### src/rtl/bsg_ring_echo_node.sv
// Ring echo node: queues inbound packets and answers ECHO/READ, counts ACC.
// Ports: clk_i, reset_n_i, en_i, v_i/data_i/ready_o in, v_o/data_o/yumi_i out.
module bsg_ring_echo_node #(
  parameter int ring_width_p = 80,
  parameter int client_id_p  = 0,
  parameter int fifo_els_p   = 2
) (
  input  logic                    clk_i,
  input  logic                    reset_n_i,
  input  logic                    en_i,
  input  logic                    v_i,
  input  logic [ring_width_p-1:0] data_i,
  output logic                    ready_o,
  output logic                    v_o,
  output logic [ring_width_p-1:0] data_o,
  input  logic                    yumi_i
);

  localparam int ptr_w = $clog2(fifo_els_p);
  localparam int pl_w  = ring_width_p - 8;

  localparam logic [0:0] idle_s = 1'b0;
  localparam logic [0:0] send_s = 1'b1;

  localparam logic [7:0] id_c = 8'(client_id_p);
  localparam logic [ptr_w:0] full_c = (ptr_w+1)'(fifo_els_p);

  logic [ring_width_p-1:0] mem [fifo_els_p];
  logic [ptr_w-1:0]        rd_ptr;
  logic [ptr_w-1:0]        wr_ptr;
  logic [ptr_w:0]          count;

  logic [0:0]  state;
  logic        live;
  logic [31:0] acc;
  logic [15:0] cnt;
  logic [15:0] err;

  logic full;
  logic empty;
  logic push;
  logic pop;

  logic [ring_width_p-1:0] head;
  logic [7:0]              op;
  logic [pl_w-1:0]         pl;
  logic [pl_w-1:0]         rd_pl;
  logic                    is_echo;
  logic                    is_acc;
  logic                    is_read;

  assign full  = (count == full_c);
  assign empty = (count == '0);

  // live holds ready low until the first edge after reset release
  assign ready_o = en_i & live & ~full;
  assign push    = v_i & ready_o;
  assign pop     = ~empty & ((state == idle_s) | yumi_i);

  assign head  = mem[rd_ptr];
  assign op    = head[ring_width_p-1 -: 8];
  assign pl    = head[pl_w-1:0];
  assign rd_pl = pl_w'({id_c, cnt, err, acc});

  assign is_echo = (op == 8'h01);
  assign is_acc  = (op == 8'h02);
  assign is_read = (op == 8'h03);

  assign v_o = (state == send_s);

  always_ff @(posedge clk_i) begin
    if (push) begin
      mem[wr_ptr] <= data_i;
    end
  end

  always_ff @(posedge clk_i or negedge reset_n_i) begin
    if (!reset_n_i) begin
      live   <= 1'b0;
      rd_ptr <= '0;
      wr_ptr <= '0;
      count  <= '0;
      state  <= idle_s;
      data_o <= '0;
      acc    <= '0;
      cnt    <= '0;
      err    <= '0;
    end else begin
      live <= 1'b1;
      if (push) begin
        wr_ptr <= wr_ptr + 1'b1;
      end
      if (pop) begin
        rd_ptr <= rd_ptr + 1'b1;
      end
      if (push && !pop) begin
        count <= count + 1'b1;
      end else if (pop && !push) begin
        count <= count - 1'b1;
      end
      if (pop) begin
        unique case (1'b1)
          is_echo: begin
            data_o <= {8'h81, pl};
            state  <= send_s;
          end
          is_read: begin
            data_o <= {8'h83, rd_pl};
            state  <= send_s;
          end
          is_acc: begin
            acc   <= acc + pl[31:0];
            cnt   <= cnt + 16'd1;
            state <= idle_s;
          end
          default: begin
            if (err != 16'hFFFF) begin
              err <= err + 16'd1;
            end
            state <= idle_s;
          end
        endcase
      end else if (state == send_s && yumi_i) begin
        state <= idle_s;
      end
    end
  end

endmodule
### config.mk
export PLATFORM = sky130hd
export DESIGN_NAME = bsg_ring_echo_node
export DESIGN_NICKNAME = d
export VERILOG_FILES = /design/src/rtl/bsg_ring_echo_node.sv
export SDC_FILE = /design/constraint.sdc
export NUM_CORES = 1
export LEC_CHECK = 0
export CAP_MARGIN = 25
export CORE_UTILIZATION = 55
export CTS_BUF_LIST = sky130_fd_sc_hd__clkbuf_8
export DETAILED_ROUTE_END_ITERATION = 16
export GPL_ROUTABILITY_DRIVEN = 1
export PLACE_DENSITY = 0.79
export REMOVE_ABC_BUFFERS = 1
export SETUP_SLACK_MARGIN = 0.02
export SYNTH_ARGS = -nofsm -noshare
export SYNTH_HDL_FRONTEND = slang
export SYNTH_SLANG_ARGS = --single-unit
### constraint.sdc
create_clock -name clk_i -period 7.2 [get_ports clk_i]
set_input_delay 0.72 -clock clk_i [delete_from_list [all_inputs] [get_ports clk_i]]
set_output_delay 0.72 -clock clk_i [all_outputs]
set_load 0.02 [all_outputs]
## Word level (Yosys, flattened, before mapping)

Memories as Yosys holds them, arrays and structs flattened.
Cells that the tools add are included.

| storage, ports and cells | value |
|---|---|
| register bits after elaboration | 150 |
| bits in latches | 0 |
| bits in writable memories | 160 |
| memory bits (read-only) | 0 |
| bits of input ports | 85 |
| output and inout bits | 82 |
| logic and storage cells | 53 |
| memories kept | 1 |

Memories:

| memory | depth | width | rd ports | clocked after memory_dff | wr ports | RTL line | text |
|---|---|---|---|---|---|---|---|
| mem | 2 | 80 | 1 | 0 | 1 | 28 | `logic [ring_width_p-1:0] mem [fifo_els_p];` |

| cells by class | value |
|---|---|
| add/subtract/negate cells | 7 |
| $mul | 0 |
| divide/modulo/power cells | 0 |
| order comparisons | 0 |
| equal/unequal tests | 5 |
| shifts and indexed selects | 0 |
| multiplexer cells | 8 |
| bitwise operators | 9 |
| reduce and logical (&&, ||, !) cells | 14 |

Operators with widths:

| cell | number |
|---|---|
| $pmux 80 s2 | 1 |
| $add 16x1->16 const B | 2 |
| $add 32x32->32 | 1 |
| $eq 8x2->1 const B | 2 |
| $ne 16x16->1 const B | 1 |
| $eq 8x1->1 const B | 1 |
| $reduce_bool 2->1 | 3 |
| $mux 1 | 5 |
| $and 1x1->1 | 4 |
| $mux 2 | 2 |
| $not 1->1 | 4 |
| $reduce_and 2->1 | 2 |
| $logic_and 1x1->1 | 3 |
| $reduce_and 3->1 | 1 |
| $reduce_or 3->1 | 1 |
| $add 1x1->1 const B | 2 |
| $add 2x1->2 const B | 1 |
| $eq 2x2->1 const B | 1 |
| $logic_not 1->1 | 2 |
| $logic_not 2->1 | 1 |
| $reduce_or 2->1 | 1 |
| $sub 2x1->2 const B | 1 |
| $or 1x1->1 | 1 |

## Logic depth before layout (Yosys ltp)

Gate-level depths: netlist of the first run.

| depth | value |
|---|---|
| word-level depth | 8 |
| depth in mapped cells | 13 |
| mapped depth without buffers | 10 |

## Least setup slack after synthesis of the first run

No wires, ideal clock.

| timing path | value |
|---|---|
| path kind | input to register |
| from | input port en_i |
| to | memory mem[0][0] (enable) |
| library setup time | 0.519 ns |
| data arrival time | 4.718 ns |
| data required time | 6.681 ns |
| setup slack | 1.962 ns |
| stages on the path | 4 |
| path buffers | 0 |
| path through | nand2_1 > a21oi_1 > nand2_1 > nor2_1 |

| between the ends | value |
|---|---|
| word-level cells in the longest chain between the ends | 5 |

Ends and longest elaborated chain:

| element | RTL line | text |
|---|---|---|
| start, declared | 10 | `input logic en_i,` |
| $and 1x1->1 (2 in a row) | 56 | `assign ready_o = en_i & live & ~full;` |
| net ready_o | 13 | `output logic ready_o,` |
| $and 1x1->1 | 57 | `assign push = v_i & ready_o;` |
| $mux 1 | 72 | `if (push) begin` |
| $mux 1 (not written as such) | 73 | `mem[wr_ptr] <= data_i;` |
| end, declared | 28 |  |

The timed path passes the listed nets, and every way through them passes these cells.

## Final worst setup path of the first run

| timing path | value |
|---|---|
| from | register rd_ptr |
| to | register acc[23] |

| between the ends | value |
|---|---|
| word-level cells in the longest chain between the ends | 3 |
| elaborated cells on any way between the ends | 4 |
| those cells by class | 1 x add/sub; 1 x eq/ne; 1 x reduce/logical; 1 x memory |

Ends and longest elaborated chain:

| element | RTL line | text |
|---|---|---|
| start, declared | 29 | `logic [ptr_w-1:0] rd_ptr;` |
| start signal, assigned | 94 | `rd_ptr <= rd_ptr + 1'b1;` |
| $mem_v2 2x80 * | - |  |
| branches (longest 2 deep; another with $add 32x32->32) | - |  |
| end signal, assigned | 112 | `acc <= acc + pl[31:0];` |
| end, declared | 35 | `logic [31:0] acc;` |

Mark *: on every way between the ends.
A chain may end at the register's enable or synchronous reset.

==> results.cfg, run 1 <==
[synthesis]
synth_compound_gate_area_share_pct = 10.7
synth.top_cell.area_share_pct = 35.6
synth-simple-area-share_pct = 9.36
synth_cells = 1096
synth_area_leaders = edfxtp_1 (36%), dfrtp_1 (27%), mux2i_1 (5.4%), nand2_1 (3.8%), o21ai_0 (3.4%)
postSynth.asyncResetShare_pct = 47.4
synth_top_family_by_area = compound AO/OA/AOI/OAI gates
syn-cell-area_mm2 = 0.0135
synthDistinctLibCells = 62
synth_area_per_cell_um2 = 12.3
synth_edf_count = 160
yosysTopAreaCell = edfxtp_1
synthAdderAreaFrac_pct = 3.30
yosys.area_share.xor_xnor_pct = 3.70
yosysSeqAreaShare_pct = 62.3
ys.flop_type = edfxtp_1
synth_warnings = 0
synth.ff_latch_count = 304
muxShareOfSynthArea_pct = 8.17

[outcome]
outcome = completed

[timing]
final.setup.tns_ns = 0
finalCritPeriodShare_pct = 60.1
setup_viol = 0
period_minus_slack_ns = 4.32
fmax_mhz = 231
finalMaxSlewViolations = 0
fin_worst_skew_ns = 0.0257
rsz0062_at_grt = no
slew_headroom_pct = 37.7
setup_slack_ns = 2.88
finalHoldViolations = 0
worst_pin_slew_ns = 0.935

[worst_setup_path]
critical_path_class = register to register
cp.arrival_ns = 4.79
cp_common_cell = and3_1
cpLargestDelayFamily = simple AND/OR/NAND/NOR gates
path_cells = buf_4, mux2_2, ha_1, and3_1, and3_1, and3_1, nor4_1, nor2_1, a311o_1, o211ai_1
crit_fanout = 53
start_kind = register
cp.required_ns = 7.66
endpoint_kind = register
path_buf_inv = 1
crit_slowest_cell = buf_4
max_stage_delay_ns = 0.79

[global_route]
grt_antenna_before_repair = 1
grt_pass1_wl_um = 45000
grt_max_degree = 117
grt_pass1_vias = 8953
grt_util_all_layers_pct = 23.0
overflow = 0

[clock_network]
cts_buffer_depth = 3
cts-buffers-inserted = 49
h-tree-depth = 2
clock_latency_ns = 0.56
post_cts_buffers = 0
clkSinkCount = 304
cts_tree = done
clk_pin_slew_ns = 0.06
post_cts_resized = 0
cts_hold_buffers = 0
cts_root_buffer = clkbuf_8

[place]
place_ws_ns = 2.84
hpwl_um = 18200
io_buffers = 161
gp_congestion = 0.816

[power_and_ir_drop]
power_switching_share_pct = 33.2
total_leakage_power_nw = 6.77
power.switching_w = 0.00182
combPwrFrac_pct = 32.2
seq_power_share_pct = 41.4
pwr_density_cell_mw_per_mm2 = 336
irDropWorstVdd_mv = 0.202
power_frac_clock_pct = 26.3
p_int_w = 0.00368

[run]
cap_violations = 0

[die]
die_w_um = 159
core_area_mm2 = 0.0238
start_util_pct = 56.8
die_h_um = 159
ios = 167
die_area_mm2 = 0.0252
rows = 56

[final_layout]
fillCellCount = 1717
final_cell_mix = clkdlybuf4s50_1 (160), edfxtp_1 (160), dfrtp_1 (143)
utilization_pct = 69.0
syn2layout_area_growth_pct = 21.5
drive_gt1_share_pct = 9.83
regArea_mm2 = 0.00841
final_nets = 1382
multiInputGateArea_mm2 = 0.00481

[detailed_routing]
drcViolationCount = 0
viasPerCell = 5.48
drt_pre_antenna_iters = 7
drt-total-wl_um = 28000
ant_nets = 0
num_vias = 8884
first_iter_violations = 614
wl_per_cell_um = 17.3

[min_path]
holdCritPathClass = input port to asynchronous set/reset pin
power groups by stage:
stage	Sequential, W	Clock, W	Combinational, W
6_report	0.00228	0.00145	0.00177
5_1_grt	0.00231	0.00156	0.00196
4_1_cts	0.00228	0.00148	0.00178
3_5_place_dp	0.00231	0	0.00177
3_3_place_gp	0.00230	0	0.00172
2_1_floorplan	0.00245	0	0.00106
cell usage after synthesis, types with 5 or more instances:
cell type	number
o31ai_1	12
a21oi_1	67
nand2_1	138
nor2_1	49
nor4_1	6
nor3_1	5
ha_1	34
xor2_1	17
o211ai_1	5
dfrtp_1	144
edfxtp_1	160
or4_1	7
nand3_1	19
inv_1	12
and3_1	13
mux2_2	33
a21o_1	24
o21ai_1	8
o21ai_0	92
nand2b_1	7
xnor2_1	40
mux2i_1	73
buf_4	8
nand4_1	9
clkbuf_1	44
worst paths after layout:
kind,start,to,slack [ns],cells after the start
min in group clk_i,data_o[66]$_DFFE_PN0P_,data_o[66]$_DFFE_PN0P_,0.47,2
setup reg to reg,rd_ptr$_DFFE_PN0P_,acc[23]$_DFFE_PN0P_,2.88,10
hold reg to reg,data_o[66]$_DFFE_PN0P_,data_o[66]$_DFFE_PN0P_,0.47,2
hold / removal,reset_n_i,data_o[43]$_DFFE_PN0P_,0.20,1
max in group asynchronous,reset_n_i,rd_ptr$_DFFE_PN0P_,5.48,2
setup / recovery,rd_ptr$_DFFE_PN0P_,acc[23]$_DFFE_PN0P_,2.88,10
cells by family (layout without fill, tap and decap cells):
group / count (synthesis) / after routing
AOI/OAI and AO/OA: 244 / 244
xor gates and xnor gates: 57 / 57
adders and majority gates: 35 / 35
buffers and inverters: 73 / 275
DFF: 304 / 304
muxes: 106 / 106
other: 2 / 7
and+or+nand+nor: 275 / 275
final cells by class:
cell class	instances	area share (%)
clock buffer	57	4.79
inverter	12	0.275
antenna	1	0.0153
tap	319	2.43
sequential	304	51.3
timing repair buffer	172	10.6
clock inverter	34	1.23
multi-input combinational	723	29.4
per-stage QoR:
step                hold slack (ns)  cells  instance area, um2  total power, W
floorplan                     0.424   1039               13200         0.00351
global placement              0.459   1528               15300         0.00402
detailed placement            0.464   1529               15400         0.00408
CTS                           0.231   1620               16400         0.00554
global route                  0.272   1622               16400         0.00583
finish                        0.204   1622               16400         0.00550
metal layers:
metal	up-vias	routed length [um]	GRT usage, %
li1	4321	-	-
met1	4290	12500	29.9
met2	236	13800	39.7
met3	37	1240	4.06
met4	0	499	6.68
met5	-	0	0
registers in the layout, indices dropped and copies added (netlist names):
signal,flops
count,2
cnt,16
wr_ptr,1
rd_ptr,1
mem,160
live,1
acc,32
data_o,74
err,16
v_o,1
No activity file was read; power rests on OpenSTA's default activity.
==> run 2: changes to the inputs <==
CORE_UTILIZATION = 52   (was 55)
PLACE_DENSITY = 0.78   (was 0.79)
clock period = 3.5 ns   (was 7.2 ns; I/O delays follow)
==> run 2 against run 1 <==
Against the previous run:
- worst hold slack improved by 0.088 ns
- clock skew increased by 0.0049 ns
- utilization decreased by 3.3 points
- die area increased by 5.7%
- combinational power increased by 110%
- power increased by 110%
- count of clock-buffer cells in the layout increased by 10
- worst setup slack got worse by 2.7 ns
- critical path depth increased by 1
- via count increased by 1.6%
- routed wire length increased by 1.4%
- register-to-register slack got worse by 2.7 ns
==> results.cfg, run 2 (same netlist as run 1, synthesis figures left out) <==
[power_and_ir_drop]
power_frac_clock_pct = 27.9
power_w = 0.0117
combPwrFrac_pct = 32.4
power.switching_w = 0.00383
seq_power_share_pct = 39.7
power_switching_share_pct = 32.8
p_int_w = 0.00786
pwr_density_cell_mw_per_mm2 = 703
total_leakage_power_nw = 6.86
irDropWorstVdd_mv = 0.453

[worst_setup_path]
timing.rr.end = acc[23]$_DFFE_PN0P_
cp.arrival_ns = 3.80
r2r-start = rd_ptr$_DFFE_PN0P_
cp.required_ns = 3.98
reg2reg_slack_ns = 0.18
worstRegToRegCells = 11
start_kind = register
crit_fanout = 50
endpoint_kind = register
critical_path_class = register to register

[timing]
finalMaxSlewViolations = 0
setup_viol = 0
worst_pin_slew_ns = 0.792
period_minus_slack_ns = 3.32
slew_headroom_pct = 47.2
rsz0062_at_grt = no
finalHoldViolations = 0
hold_slack_ns = 0.292
fmax_mhz = 301
finalCritPeriodShare_pct = 94.8
fin_worst_skew_ns = 0.0306

[place]
hpwl_um = 19100
gp_congestion = 0.884
io_buffers = 161
placed_area_mm2 = 0.0155
placed_cells = 1550

[clock_network]
clkSinkCount = 304
h-tree-depth = 2
post_cts_buffers = 0
cts-buffers-inserted = 50
cts_buffer_depth = 3
clock_latency_ns = 0.58
cts_root_buffer = clkbuf_8
cts_tree = done
clk_pin_slew_ns = 0.07

[final_layout]
top_regs = mem: 160 flops, data_o: 74 flops, acc: 32 flops
syn2layout_area_growth_pct = 23.3
fillCellCount = 1879
largest_reg_flops = 160
fin_area_mm2 = 0.0166
final_nets = 1393
final_cells = 1647
final_cell_mix = clkdlybuf4s50_1 (160), edfxtp_1 (160), dfrtp_1 (143)
top_register = mem
drive_gt1_share_pct = 11.4

[die]
start_util_pct = 53.3
rows = 58
die_area_mm2 = 0.0266
die_h_um = 163
core_area_mm2 = 0.0253
die_w_um = 163
ios = 167

[min_path]
holdCritPathClass = input port to asynchronous set/reset pin

[global_route]
grt_pass1_wl_um = 45500
overflow = 0
grt_max_degree = 86
grt_util_all_layers_pct = 21.7
grt_antenna_before_repair = 1
grt_pass1_vias = 9120

[detailed_routing]
ant_nets = 0
wl_per_cell_um = 17.2
drt-total-wl_um = 28400
viasPerCell = 5.48
num_vias = 9030
first_iter_violations = 480
drt_pre_antenna_iters = 6
drcViolationCount = 0

[outcome]
outcome = completed

[run]
cap_violations = 0
-- run 2: layer usage --
layer  wire length [um]  part of all wire, %  global-route usage (%)  vias up
met3               1430                  5.0                    3.68       61
met4                619                  2.2                    7.39        0
met1              12300                   43                    27.7     4376
met2              14000                   49                    37.5      252
met5                  0                    0                       0        -
li1                   -                    -                       -     4341
-- run 2: metrics by stage --
stage / worst slack (ns) / TNS (ns) / utilization, %
detailed placement: 0.203 / 0 / 61.2
finish: 0.183 / 0 / 65.7
global placement: 0.217 / 0 / 61.2
global route: 0.0257 / 0 / 65.7
CTS: 0.159 / 0 / 65.6
floorplan: -1.96 / -291.59 / -
-- run 2: area by class of cell --
cell class / instances / area [um2] / area share (%)
clock buffer: 67 / 922 / 5.54
tap: 330 / 413 / 2.48
inverter: 12 / 45.0 / 0.271
timing repair buffer: 182 / 1840 / 11.1
sequential: 304 / 8410 / 50.6
clock inverter: 27 / 175 / 1.05
antenna: 2 / 5.00 / 0.0301
multi-input combinational: 723 / 4820 / 29.0
-- run 2: power groups by stage --
stage	Combinational [W]	Sequential [W]	Clock, W
2_1_floorplan	0.00218	0.00503	0
3_3_place_gp	0.00371	0.00468	0
3_5_place_dp	0.00379	0.00470	0
4_1_cts	0.00381	0.00464	0.00334
5_1_grt	0.00418	0.00470	0.00349
6_report	0.00379	0.00464	0.00326
-- run 2: repair_timing --
| item | in CTS | in global routing |
|---|---|---|
| setup endpoints to repair | 0 | 2 |
| gates resized for setup | 0 | 4 |
| endpoints found under the hold margin | 43 | 0 |
| hold buffers | 1 | 0 |
-- run 2: worst max path at each step --
stage / from / slack, ns / cells past startpoint / endpoint
floorplan: rd_ptr$_DFFE_PN0P_ / -1.96 / 3 / data_o[0]$_DFFE_PN0P_
global placement: rd_ptr$_DFFE_PN0P_ / 0.22 / 11 / acc[24]$_DFFE_PN0P_
detailed placement: rd_ptr$_DFFE_PN0P_ / 0.20 / 11 / acc[24]$_DFFE_PN0P_
CTS: rd_ptr$_DFFE_PN0P_ / 0.16 / 11 / acc[24]$_DFFE_PN0P_
global route: rd_ptr$_DFFE_PN0P_ / 0.03 / 10 / acc[31]$_DFFE_PN0P_
finish: rd_ptr$_DFFE_PN0P_ / 0.18 / 11 / acc[23]$_DFFE_PN0P_
-- run 2: worst max-delay path: stages, from the launching register on --
cell and delay, ns:
dfrtp_4 0.46, buf_12 0.31, mux2_2 0.39, ha_1 0.38
a21o_1 0.23, o21bai_1 0.16, or3_1 0.32, nor4_1 0.23
buf_4 0.20, nor2_1 0.07, a311o_1 0.38, o211ai_1 0.09
==> run 3: changes to the inputs <==
HOLD_SLACK_MARGIN = 0.02   (was unset)
==> results of run 3 <==
Final layout, timing and power as in run 2 (identical DEF).
